[src/rtl/adder_pkg.sv]
// ----------------------------------------------------------------------------
// adder_pkg
// Shared definitions for the word-serial adder:
//   WORD_W     width of one adder slice word
//   MAX_WORDS  largest supported operand size in words
//   state_e    controller states of seq_adder64
//   word_sel   extracts 16-bit word idx from a (zero-extended) wide vector
// ----------------------------------------------------------------------------
package adder_pkg;

   localparam int unsigned WORD_W    = 16;
   localparam int unsigned MAX_WORDS = 8;
   localparam int unsigned MAX_W     = WORD_W * MAX_WORDS;

   typedef enum logic [1:0] {
      IDLE = 2'd0,
      RUN  = 2'd1,
      DONE = 2'd2
   } state_e;

   // Callers zero-extend narrower operands to MAX_W before selecting.
   function automatic logic [WORD_W-1:0] word_sel(input logic [MAX_W-1:0] vec,
                                                  input int unsigned      idx);
      return vec[idx*WORD_W +: WORD_W];
   endfunction

endpackage

[src/rtl/seq_adder64_if.sv]
// ----------------------------------------------------------------------------
// seq_adder64_if
// Request/result bundle of seq_adder64.
//   start, a, b, cin          request side (driven by the master)
//   busy, done, sum, cout, ovf result side (driven by the adder)
// Modports: master (requester), slave (adder).
// ----------------------------------------------------------------------------
interface seq_adder64_if #(
   parameter int unsigned WORDS = 4
) ();

   localparam int unsigned OP_W = adder_pkg::WORD_W * WORDS;

   logic            start;
   logic [OP_W-1:0] a;
   logic [OP_W-1:0] b;
   logic            cin;
   logic            busy;
   logic            done;
   logic [OP_W-1:0] sum;
   logic            cout;
   logic            ovf;

   modport master (
      output start, a, b, cin,
      input  busy, done, sum, cout, ovf
   );

   modport slave (
      input  start, a, b, cin,
      output busy, done, sum, cout, ovf
   );

endinterface

[src/rtl/full_adder.sv]
// ----------------------------------------------------------------------------
// full_adder
// One-bit full adder cell.
//   a_i, b_i  addend bits
//   ci_i      carry in
//   s_o       sum bit
//   co_o      carry out
// ----------------------------------------------------------------------------
module full_adder (
   input  logic a_i,
   input  logic b_i,
   input  logic ci_i,
   output logic s_o,
   output logic co_o
);

   logic p;

   assign p    = a_i ^ b_i;
   assign s_o  = p ^ ci_i;
   assign co_o = (a_i & b_i) | (ci_i & p);

endmodule

[src/rtl/rca16_cin.sv]
// ----------------------------------------------------------------------------
// rca16_cin
// 16-bit ripple-carry adder slice with carry in, built from full_adder cells.
//   a, b  16-bit addends
//   ci    carry in
//   f     {carry out, 16-bit sum}
// ----------------------------------------------------------------------------
module rca16_cin
   import adder_pkg::*;
(
   input  logic [WORD_W-1:0] a,
   input  logic [WORD_W-1:0] b,
   input  logic              ci,
   output logic [WORD_W:0]   f
);

   logic [WORD_W:0] c;

   assign c[0] = ci;

   for (genvar i = 0; i < WORD_W; i++) begin : g_bit
      full_adder u_fa (
         .a_i  (a[i]),
         .b_i  (b[i]),
         .ci_i (c[i]),
         .s_o  (f[i]),
         .co_o (c[i+1])
      );
   end

   assign f[WORD_W] = c[WORD_W];

endmodule

[src/rtl/seq_adder64.sv]
// ----------------------------------------------------------------------------
// seq_adder64
// Word-serial wide adder. Operands are captured on an accepted start, then
// one 16-bit word per cycle is pushed through a single rca16_cin slice with
// the carry chained through carry_q. Result, carry out and signed overflow
// are registered and held until the next accepted start.
//   clk    system clock, rising edge
//   rst_n  asynchronous active-low reset
//   bus    seq_adder64_if slave: start/a/b/cin in, busy/done/sum/cout/ovf out
// Parameter WORDS: words per operand, legal range 2..8.
// ----------------------------------------------------------------------------
module seq_adder64
   import adder_pkg::*;
#(
   parameter int unsigned WORDS = 4
) (
   input  logic          clk,
   input  logic          rst_n,
   seq_adder64_if.slave  bus
);

   localparam int unsigned OP_W  = WORD_W * WORDS;
   localparam int unsigned IDX_W = $clog2(WORDS);
   localparam logic [IDX_W-1:0] LAST_IDX = IDX_W'(WORDS - 1);

   state_e           state_q, state_d;
   logic [OP_W-1:0]  a_q, a_d;
   logic [OP_W-1:0]  b_q, b_d;
   logic [OP_W-1:0]  sum_q, sum_d;
   logic [IDX_W-1:0] idx_q, idx_d;
   logic             carry_q, carry_d;
   logic             cout_q, cout_d;
   logic             ovf_q, ovf_d;

   logic [MAX_W-1:0]  a_ext, b_ext;
   logic [WORD_W-1:0] slice_a, slice_b;
   logic [WORD_W:0]   slice_f;

   // Word select for the current index.
   always_comb begin
      a_ext = '0;
      b_ext = '0;
      a_ext[OP_W-1:0] = a_q;
      b_ext[OP_W-1:0] = b_q;
      slice_a = word_sel(a_ext, 32'(idx_q));
      slice_b = word_sel(b_ext, 32'(idx_q));
   end

   rca16_cin u_slice (
      .a  (slice_a),
      .b  (slice_b),
      .ci (carry_q),
      .f  (slice_f)
   );

   // Next-state and datapath updates.
   always_comb begin
      state_d = state_q;
      a_d     = a_q;
      b_d     = b_q;
      sum_d   = sum_q;
      idx_d   = idx_q;
      carry_d = carry_q;
      cout_d  = cout_q;
      ovf_d   = ovf_q;

      unique case (state_q)
         IDLE: begin
            if (bus.start) begin
               a_d     = bus.a;
               b_d     = bus.b;
               carry_d = bus.cin;
               idx_d   = '0;
               sum_d   = '0;
               cout_d  = 1'b0;
               ovf_d   = 1'b0;
               state_d = RUN;
            end
         end

         RUN: begin
            sum_d[WORD_W*int'(idx_q) +: WORD_W] = slice_f[WORD_W-1:0];
            carry_d = slice_f[WORD_W];
            if (idx_q == LAST_IDX) begin
               cout_d  = slice_f[WORD_W];
               // Signed overflow: like-signed operands giving an opposite-signed sum.
               ovf_d   = (a_q[OP_W-1] == b_q[OP_W-1]) &&
                         (slice_f[WORD_W-1] != a_q[OP_W-1]);
               idx_d   = '0;
               state_d = DONE;
            end else begin
               idx_d = idx_q + 1'b1;
            end
         end

         DONE: begin
            state_d = IDLE;
         end

         default: begin
            state_d = IDLE;
         end
      endcase
   end

   always_ff @(posedge clk or negedge rst_n) begin
      if (!rst_n) begin
         state_q <= IDLE;
         a_q     <= '0;
         b_q     <= '0;
         sum_q   <= '0;
         idx_q   <= '0;
         carry_q <= 1'b0;
         cout_q  <= 1'b0;
         ovf_q   <= 1'b0;
      end else begin
         state_q <= state_d;
         a_q     <= a_d;
         b_q     <= b_d;
         sum_q   <= sum_d;
         idx_q   <= idx_d;
         carry_q <= carry_d;
         cout_q  <= cout_d;
         ovf_q   <= ovf_d;
      end
   end

   assign bus.busy = (state_q != IDLE);
   assign bus.done = (state_q == DONE);
   assign bus.sum  = sum_q;
   assign bus.cout = cout_q;
   assign bus.ovf  = ovf_q;

endmodule

[src/flat_wrapper.sv]
// flat-port wrapper written by rule: the top's interface ports become plain ports
module seq_adder64_flat import adder_pkg::*;
#(
   parameter int unsigned WORDS = 4
)
  (clk, rst_n, bus_start, bus_a, bus_b, bus_cin, bus_busy, bus_done, bus_sum, bus_cout, bus_ovf);
  seq_adder64_if #(.WORDS(WORDS)) bus_i ();
  input  logic clk;
  input  logic rst_n;
  input wire logic [$bits(bus_i.start)-1:0] bus_start;
  input wire logic [$bits(bus_i.a)-1:0] bus_a;
  input wire logic [$bits(bus_i.b)-1:0] bus_b;
  input wire logic [$bits(bus_i.cin)-1:0] bus_cin;
  output wire logic [$bits(bus_i.busy)-1:0] bus_busy;
  output wire logic [$bits(bus_i.done)-1:0] bus_done;
  output wire logic [$bits(bus_i.sum)-1:0] bus_sum;
  output wire logic [$bits(bus_i.cout)-1:0] bus_cout;
  output wire logic [$bits(bus_i.ovf)-1:0] bus_ovf;
  assign bus_i.start = bus_start;
  assign bus_i.a = bus_a;
  assign bus_i.b = bus_b;
  assign bus_i.cin = bus_cin;
  assign bus_busy = bus_i.busy;
  assign bus_done = bus_i.done;
  assign bus_sum = bus_i.sum;
  assign bus_cout = bus_i.cout;
  assign bus_ovf = bus_i.ovf;
  seq_adder64 #(.WORDS(WORDS)) u_core (.clk(clk), .rst_n(rst_n), .bus(bus_i));
endmodule
[config.mk]
export PLATFORM = sky130hd
export DESIGN_NAME = seq_adder64_flat
export DESIGN_NICKNAME = d
export VERILOG_FILES = /design/src/rtl/adder_pkg.sv /design/src/rtl/seq_adder64_if.sv /design/src/rtl/full_adder.sv /design/src/rtl/rca16_cin.sv /design/src/rtl/seq_adder64.sv /design/src/flat_wrapper.sv
export SDC_FILE = /design/constraint.sdc
export NUM_CORES = 1
export LEC_CHECK = 0
export ABC_CLOCK_PERIOD_IN_PS = 9600
export BUFFER_PORTS_ARGS = -buffer_cell sky130_fd_sc_hd__buf_2
export CAP_MARGIN = 20
export CORE_ASPECT_RATIO = 1.4
export CORE_UTILIZATION = 54
export DETAILED_ROUTE_END_ITERATION = 6
export GPL_TIMING_DRIVEN = 0
export PLACE_DENSITY = 0.87
export RECOVER_POWER = 100
export SLEW_MARGIN = 20
export SYNTH_ARGS = -nofsm -noshare
export SYNTH_HDL_FRONTEND = slang
export SYNTH_SLANG_ARGS = --single-unit
export TNS_END_PERCENT = 20
[constraint.sdc]
create_clock -name clk -period 9.6 [get_ports clk]
set_clock_uncertainty 0.1 [all_clocks]
set_input_delay 0.48 -clock clk [delete_from_list [all_inputs] [get_ports clk]]
set_output_delay 0.48 -clock clk [all_outputs]
set_load 0.1 [all_outputs]
==> insert_results.sql, run 1 <==
INSERT INTO impl_metrics (metric_group, metric, value, unit) VALUES
('global_routing', 'grt.total_usage', '28.4', '%'),
('synth', 'synthFlopType', 'sky130_fd_sc_hd__dfrtp_1', ''),
('floorplan', 'pin_count', '200', ''),
('synth', 'synth_xor_area_share', '0', '%'),
('synth', 'netlist-cell-type-count', '30', ''),
('worst_setup_path', 'worstPathArrival', '9.16', 'ns'),
('global_routing', 'largest_net_degree_at_the_start_of_global_routing', '107', ''),
('drt', 'detail_route.iter0.violations', '428', ''),
('synth', 'synthArstFlopShare', '100', '%'),
('finish', 'final_net_count', '924', ''),
('floorplan', 'die_area', '0.0165', 'sq mm'),
('worst_setup_path', 'critical_path.reg2reg.startpoint', 'u_core.idx_q[1]$_DFFE_PN0P_', ''),
('finish', 'layout-area-overhead-vs-synth', '19.8', '%'),
('sta', 'final_hold_viol_count', '0', ''),
('synth', 'syn-instance-count', '553', ''),
('global_routing', 'grt_antenna_before_repair', '8', ''),
('synth', 'post_synth_mux_area_share', '25.1', '%'),
('worst_setup_path', 'reg2reg_end', 'u_core.bus.ovf$_DFFE_PN0P_', ''),
('outcome', 'status', 'finished, violations left', ''),
('floorplan', 'horizontal_die_dimension', '109', 'microns'),
('synth', 'synthTopCellsByArea', 'sky130_fd_sc_hd__dfrtp_1, sky130_fd_sc_hd__mux2_2, sky130_fd_sc_hd__mux4_2, sky130_fd_sc_hd__o2bb2ai_1, sky130_fd_sc_hd__fa_1', ''),
('synth', 'synth_area_in_adders', '4.28', '%'),
('sta', 'worstMarginPinSlew', '5.48', 'ns'),
('finish', 'ratio_of_cells_with_drive_above_1_in_the_final_layout', '42.5', '%'),
('outcome', 'violations', 'max-capacitance violations, max-slew violations', ''),
('clock_network', 'clock-sinks', '199', ''),
('clock_network', 'cts_tree', 'done', ''),
('synth', 'post-synth-top-area-fraction', '57.6', '%'),
('worst_setup_path', 'timing.critical_path.to', 'u_core.bus.ovf$_DFFE_PN0P_', ''),
('synth', 'synth_enable_flop_cells', '0', ''),
('worst_setup_path', 'critPathKind', 'reg2reg', ''),
('synth', 'synth_nets', '705', ''),
('clock_network', 'post_cts_buffers', '0', ''),
('worst_setup_path', 'timing.reg2reg.worst_path_depth', '26', ''),
('floorplan', 'fp.dieH', '152', 'microns'),
('sta', 'final.period_utilization', '93.1', '%'),
('floorplan', 'initial_utilization', '55.4', '%'),
('drt', 'wirelength', '22100', 'microns'),
('hold_path', 'min_path_type', 'in2reg', ''),
('hold_path', 'holdPathStages', '2', ''),
('sta', 'timing.setup.tns', '0', 'ns'),
('drt', 'routed_length_per_instance', '22.3', 'microns'),
('clock_network', 'worst_setup_hold_path_clk_slew', '0.07', 'ns'),
('sta', 'timing.final.max_slew_violations', '202', ''),
('clock_network', 'post_cts_resized', '0', ''),
('synth', 'synth_top_cells_by_count', 'sky130_fd_sc_hd__dfrtp_1, sky130_fd_sc_hd__mux2_2, sky130_fd_sc_hd__o2bb2ai_1', ''),
('synth', 'synthMostInstantiatedCell', 'sky130_fd_sc_hd__dfrtp_1', ''),
('drt', 'route.detailed.drc', '0', ''),
('finish', 'n_fill_cell', '1129', ''),
('global_routing', 'grt_pass1_vias', '6279', ''),
('synth', 'synth.ff_latch_count', '199', ''),
('drt', 'route.antenna.remaining_nets', '0', ''),
('worst_setup_path', 'worst_ep_required_time', '9.82', 'ns'),
('clock_network', 'cts.root.buffer_cell', 'sky130_fd_sc_hd__clkbuf_16', ''),
('synth', 'yosys_warnings', '0', ''),
('global_routing', 'global_route_wire_length_before_repair', '33800', 'microns'),
('placement', 'hpwl', '16400', 'microns'),
('floorplan', 'core', '0.0156', 'sq mm'),
('flow_run', 'timing.max_cap.violations', '2', ''),
('synth', 'dominant_combinational_cell_family_by_area_after_synthesis', 'multiplexers', ''),
('synth', 'post_synthesis_compound_gate_area_fraction', '7.50', '%'),
('clock_network', 'htree_num_levels', '4', ''),
('sta', 'timing.final.crit_period', '8.94', 'ns'),
('global_routing', 'grt-ovfl-total', '0', ''),
('sta', 'finalSetupViolations', '0', ''),
('synth', 'ys_seq_area_share', '57.6', '%'),
('floorplan', 'floorplan_row_count', '54', ''),
('drt', 'via_per_inst', '5.80', ''),
('worst_setup_path', 'crit_end_category', 'flip-flop', ''),
('finish', 'multi_input_area', '0.00332', 'sq mm'),
('worst_setup_path', 'worst_setup_path_start_kind', 'flip-flop', '');
routing by layer:
layer	up-vias	share of wire (%)	track usage, %
li1	2470	-	-
met1	2979	38	33.4
met2	219	53	48.6
met3	61	5.3	5.65
met4	2	3.6	15.4
met5	-	0.059	0
through the flow:
| stage | util [%] | setup slack, ns | instances | instance area, sq um | hold slack, ns |
|---|---|---|---|---|---|
| after global routing | 66.4 | 0.332 | 987 | 10400 | 0.163 |
| after detailed placement | 63.6 | 0.644 | 949 | 9930 | 0.371 |
| after CTS | 67.3 | 0.638 | 980 | 10500 | 0.0207 |
| after global placement | 63.4 | 0.752 | 948 | 9890 | 0.365 |
| final | 66.4 | 0.665 | 988 | 10400 | 0.171 |
| after floorplan | - | 1.76 | 553 | 8650 | 0.0844 |
critical path: stages (launching register included):
cell and delay (ns):
sky130_fd_sc_hd__dfrtp_1 0.40, sky130_fd_sc_hd__clkbuf_1 0.38, sky130_fd_sc_hd__clkbuf_1 0.56, sky130_fd_sc_hd__mux4_2 0.32
sky130_fd_sc_hd__inv_1 0.08, sky130_fd_sc_hd__fa_1 0.44, sky130_fd_sc_hd__fa_1 0.41, sky130_fd_sc_hd__fa_1 0.39
sky130_fd_sc_hd__fa_1 0.39, sky130_fd_sc_hd__fa_1 0.42, sky130_fd_sc_hd__fa_1 0.42, sky130_fd_sc_hd__fa_1 0.41
sky130_fd_sc_hd__fa_1 0.42, sky130_fd_sc_hd__fa_1 0.46, sky130_fd_sc_hd__fa_1 0.41, sky130_fd_sc_hd__fa_1 0.41
sky130_fd_sc_hd__fa_1 0.40, sky130_fd_sc_hd__fa_1 0.37, sky130_fd_sc_hd__inv_1 0.09, sky130_fd_sc_hd__fa_1 0.17
sky130_fd_sc_hd__inv_1 0.05, sky130_fd_sc_hd__fa_1 0.35, sky130_fd_sc_hd__inv_1 0.08, sky130_fd_sc_hd__fa_1 0.50
sky130_fd_sc_hd__nand2b_1 0.11, sky130_fd_sc_hd__o22ai_1 0.08, sky130_fd_sc_hd__a22o_1 0.20
worst min path at each step:
stage / from / end / slack, ns
floorplan: rst_n / u_core.a_q[0]$_DFFE_PN0P_ / 0.08
global placement: u_core.bus.sum[51]$_DFFE_PN0P_ / u_core.bus.sum[51]$_DFFE_PN0P_ / 0.36
detailed placement: u_core.bus.sum[59]$_DFFE_PN0P_ / u_core.bus.sum[59]$_DFFE_PN0P_ / 0.37
CTS: rst_n / u_core.b_q[1]$_DFFE_PN0P_ / 0.02
global route: bus_a[36] / u_core.a_q[36]$_DFFE_PN0P_ / 0.16
finish: bus_b[60] / u_core.b_q[60]$_DFFE_PN0P_ / 0.17
cells in the final DEF, fill, tap and decap left out, types with 2 or more instances in the layout:
| cell | count |
|---|---|
| sky130_fd_sc_hd__a22o_1 | 6 |
| sky130_fd_sc_hd__inv_6 | 6 |
| sky130_fd_sc_hd__nor2_1 | 3 |
| sky130_fd_sc_hd__dfrtp_1 | 199 |
| sky130_fd_sc_hd__inv_1 | 39 |
| sky130_fd_sc_hd__clkbuf_1 | 94 |
| sky130_fd_sc_hd__buf_2 | 137 |
| sky130_fd_sc_hd__o22ai_1 | 2 |
| sky130_fd_sc_hd__diode_2 | 8 |
| sky130_fd_sc_hd__a21o_1 | 4 |
| sky130_fd_sc_hd__ha_1 | 4 |
| sky130_fd_sc_hd__clkinvlp_4 | 2 |
| sky130_fd_sc_hd__mux4_2 | 32 |
| sky130_fd_sc_hd__clkbuf_16 | 17 |
| sky130_fd_sc_hd__mux2_2 | 128 |
| sky130_fd_sc_hd__buf_4 | 2 |
| sky130_fd_sc_hd__bufinv_16 | 2 |
| sky130_fd_sc_hd__nand2b_1 | 3 |
| sky130_fd_sc_hd__o2bb2ai_1 | 60 |
| sky130_fd_sc_hd__fa_1 | 16 |
| sky130_fd_sc_hd__nand3_1 | 3 |
| sky130_fd_sc_hd__nand2_1 | 8 |
cell families after synthesis:
family                   Yosys count
AO/OA/AOI/OAI                     76
multiplexers                     161
flip-flops                       199
AND/OR/NAND/NOR                   24
adder cells (fa/ha/maj)           20
buffers and inverters             73
final cells by class:
class / instances / area share (%)
Tap cell: 196 / 2.37
Timing Repair Buffer: 200 / 8.83
Clock buffer: 19 / 4.28
Inverter: 39 / 1.41
Buffer: 34 / 1.46
Clock inverter: 12 / 1.36
Antenna cell: 8 / 0.193
Multi-Input combinational cell: 281 / 32.0
Sequential cell: 199 / 48.1
sequential cells by signal (all words and copies together), names as in the netlist:
| signal | cells |
|---|---|
| u_core.bus.sum | 64 |
| u_core.carry_q | 1 |
| u_core.idx_q | 2 |
| u_core.b_q | 64 |
| u_core.bus.ovf | 1 |
| u_core.state_q | 2 |
| u_core.a_q | 64 |
| u_core.bus.cout | 1 |
Power of run 1 is not shown: default switching activity piles up to over one toggle a cycle in this logic, so the estimate is an artifact.
==> inputs of run 2 (changes only) <==
==> constraint.sdc (replaced) <==
create_clock -name clk -period 9.6 [get_ports clk]
set_clock_uncertainty 0.1 [all_clocks]
set_input_delay 1.92 -clock clk [delete_from_list [all_inputs] [get_ports clk]]
set_output_delay 1.92 -clock clk [all_outputs]
set_load 0.1 [all_outputs]
==> insert_results.sql, run 2 (synthesis gave the netlist of run 1 again) <==
INSERT INTO impl_metrics (metric_group, metric, value, unit) VALUES
('clock_network', 'cts_tree', 'done', ''),
('sta', 'timing.setup.tns', '0', 'ns'),
('outcome', 'status', 'finished, violations left', ''),
('placement', 'hpwl', '16400', 'microns'),
('sta', 'timing.final.crit_period', '8.93', 'ns'),
('hold_path', 'min_path_type', 'reg2reg', ''),
('placement', 'place.port_buffers', '199', ''),
('drt', 'drt-pass1-iter-count', '4', ''),
('floorplan', 'die_area', '0.0165', 'sq mm'),
('global_routing', 'grt-ovfl-total', '0', ''),
('floorplan', 'pin_count', '200', ''),
('global_routing', 'grt_pass1_vias', '6279', ''),
('sta', 'fmax', '112', 'MHz'),
('worst_setup_path', 'critPathKind', 'reg2reg', ''),
('clock_network', 'numCtsBuffers', '17', ''),
('hold_path', 'min_from', 'u_core.bus.sum[35]$_DFFE_PN0P_', ''),
('sta', 'worstMarginPinSlew', '5.49', 'ns'),
('clock_network', 'clock_latency', '0.44', 'ns'),
('drt', 'routed_length_per_instance', '22.3', 'microns'),
('worst_setup_path', 'timing.reg2reg.worst_path_depth', '26', ''),
('sta', 'final.period_utilization', '93.0', '%'),
('finish', 'ratio_of_cells_with_drive_above_1_in_the_final_layout', '42.6', '%'),
('finish', 'layout.cells.most_common_list', 'sky130_fd_sc_hd__dfrtp_1, sky130_fd_sc_hd__buf_2, sky130_fd_sc_hd__mux2_2, sky130_fd_sc_hd__clkbuf_1, sky130_fd_sc_hd__o2bb2ai_1', ''),
('finish', 'final_net_count', '924', ''),
('worst_setup_path', 'reg2reg_end', 'u_core.bus.ovf$_DFFE_PN0P_', ''),
('sta', 'relSlewSlack', '-266', '%'),
('worst_setup_path', 'crit_path_max_fanout', '10', ''),
('sta', 'timing.final.max_slew_violations', '202', ''),
('drt', 'wirelength', '22000', 'microns'),
('clock_network', 'cts.root.buffer_cell', 'sky130_fd_sc_hd__clkbuf_16', ''),
('drt', 'via_per_inst', '5.78', ''),
('floorplan', 'horizontal_die_dimension', '109', 'microns'),
('worst_setup_path', 'worstPathArrival', '9.16', 'ns'),
('global_routing', 'grt_antenna_before_repair', '8', ''),
('drt', 'detail_route.iter0.violations', '428', ''),
('sta', 'final_hold_viol_count', '0', ''),
('floorplan', 'floorplan_row_count', '54', ''),
('clock_network', 'cts_buffer_depth', '2', ''),
('clock_network', 'post_cts_resized', '0', ''),
('clock_network', 'htree_num_levels', '4', ''),
('worst_setup_path', 'worst_ep_required_time', '9.82', 'ns'),
('placement', 'replace_congestion', '0.876', ''),
('hold_path', 'holdPathStages', '1', ''),
('floorplan', 'initial_utilization', '55.4', '%'),
('clock_network', 'post_cts_buffers', '0', ''),
('worst_setup_path', 'r2r_slack', '0.67', 'ns'),
('outcome', 'violations', 'max-capacitance violations, max-slew violations', ''),
('finish', 'layout-area-overhead-vs-synth', '19.8', '%'),
('floorplan', 'fp.dieH', '152', 'microns'),
('hold_path', 'hold_end', 'u_core.bus.sum[35]$_DFFE_PN0P_', ''),
('drt', 'via_count', '5714', ''),
('global_routing', 'largest_net_degree_at_the_start_of_global_routing', '107', ''),
('global_routing', 'grt.total_usage', '28.4', '%'),
('worst_setup_path', 'crit_end_category', 'flip-flop', ''),
('sta', 'grt_setup_unrepaired', 'no', ''),
('clock_network', 'number_of_buffers_inserted_by_hold_repair_at_cts', '0', ''),
('floorplan', 'core', '0.0156', 'sq mm'),
('finish', 'leading_cell_type_in_the_layout_fill_and_taps_excluded', 'sky130_fd_sc_hd__dfrtp_1', ''),
('sta', 'finalSetupViolations', '0', ''),
('drt', 'route.antenna.remaining_nets', '0', ''),
('flow_run', 'timing.max_cap.violations', '2', ''),
('clock_network', 'worst_setup_hold_path_clk_slew', '0.07', 'ns'),
('worst_setup_path', 'critical_path.reg2reg.startpoint', 'u_core.idx_q[1]$_DFFE_PN0P_', ''),
('global_routing', 'global_route_wire_length_before_repair', '33800', 'microns'),
('worst_setup_path', 'worst_setup_path_start_kind', 'flip-flop', ''),
('clock_network', 'clock-sinks', '199', ''),
('drt', 'route.detailed.drc', '0', '');
run 2: worst max path at each step:
stage	start	end	slack (ns)	depth (start not counted)
after floorplan	u_core.idx_q[1]$_DFFE_PN0P_	u_core.bus.ovf$_DFFE_PN0P_	1.76	26
after global placement	u_core.idx_q[1]$_DFFE_PN0P_	u_core.bus.ovf$_DFFE_PN0P_	0.75	26
after detailed placement	u_core.idx_q[1]$_DFFE_PN0P_	u_core.bus.ovf$_DFFE_PN0P_	0.64	26
after CTS	u_core.idx_q[1]$_DFFE_PN0P_	u_core.bus.ovf$_DFFE_PN0P_	0.64	26
after global routing	rst_n	u_core.b_q[7]$_DFFE_PN0P_	0.25	2
final	u_core.idx_q[1]$_DFFE_PN0P_	u_core.bus.ovf$_DFFE_PN0P_	0.67	26
run 2: final cells by class:
cell class	count	area [sq um]
buffer	34	154
multi-input combinational	281	3320
antenna	8	20.0
inverter	39	146
sequential	199	4980
clock inverter	12	141
tap	196	245
timing repair buffer	200	913
fill	1129	5250
clock buffer	19	443
run 2: per-stage QoR:
step	util [%]	cells	setup WS, ns	instance area [sq um]	hold slack (ns)
after floorplan	-	553	1.76	8650	0.375
after CTS	67.3	980	0.638	10500	0.391
after global placement	63.4	948	0.752	9890	0.365
after global routing	66.4	987	0.252	10400	0.406
after detailed placement	63.6	949	0.644	9930	0.371
final	66.4	988	0.669	10400	0.392
run 2: worst max-delay path, stage by stage, from the launching register on:
cell,delay (ns)
sky130_fd_sc_hd__dfrtp_1,0.40
sky130_fd_sc_hd__clkbuf_1,0.38
sky130_fd_sc_hd__clkbuf_1,0.56
sky130_fd_sc_hd__mux4_2,0.33
sky130_fd_sc_hd__inv_1,0.08
sky130_fd_sc_hd__fa_1,0.44
sky130_fd_sc_hd__fa_1,0.41
sky130_fd_sc_hd__fa_1,0.39
sky130_fd_sc_hd__fa_1,0.39
sky130_fd_sc_hd__fa_1,0.42
sky130_fd_sc_hd__fa_1,0.42
sky130_fd_sc_hd__fa_1,0.41
sky130_fd_sc_hd__fa_1,0.42
sky130_fd_sc_hd__fa_1,0.46
sky130_fd_sc_hd__fa_1,0.41
sky130_fd_sc_hd__fa_1,0.41
sky130_fd_sc_hd__fa_1,0.40
sky130_fd_sc_hd__fa_1,0.37
sky130_fd_sc_hd__inv_1,0.09
sky130_fd_sc_hd__fa_1,0.17
sky130_fd_sc_hd__inv_1,0.05
sky130_fd_sc_hd__fa_1,0.35
sky130_fd_sc_hd__inv_1,0.08
sky130_fd_sc_hd__fa_1,0.50
sky130_fd_sc_hd__nand2b_1,0.11
sky130_fd_sc_hd__o22ai_1,0.08
sky130_fd_sc_hd__a22o_1,0.20
run 2: routing by layer:
layer	vias to the layer above	track usage, %	wire [microns]
met5	-	0	13
met4	2	15.4	807
met3	59	5.65	1150
met2	221	48.6	11800
met1	2966	33.4	8290
li1	2466	-	-
Power of run 2 is left out for the same reason.
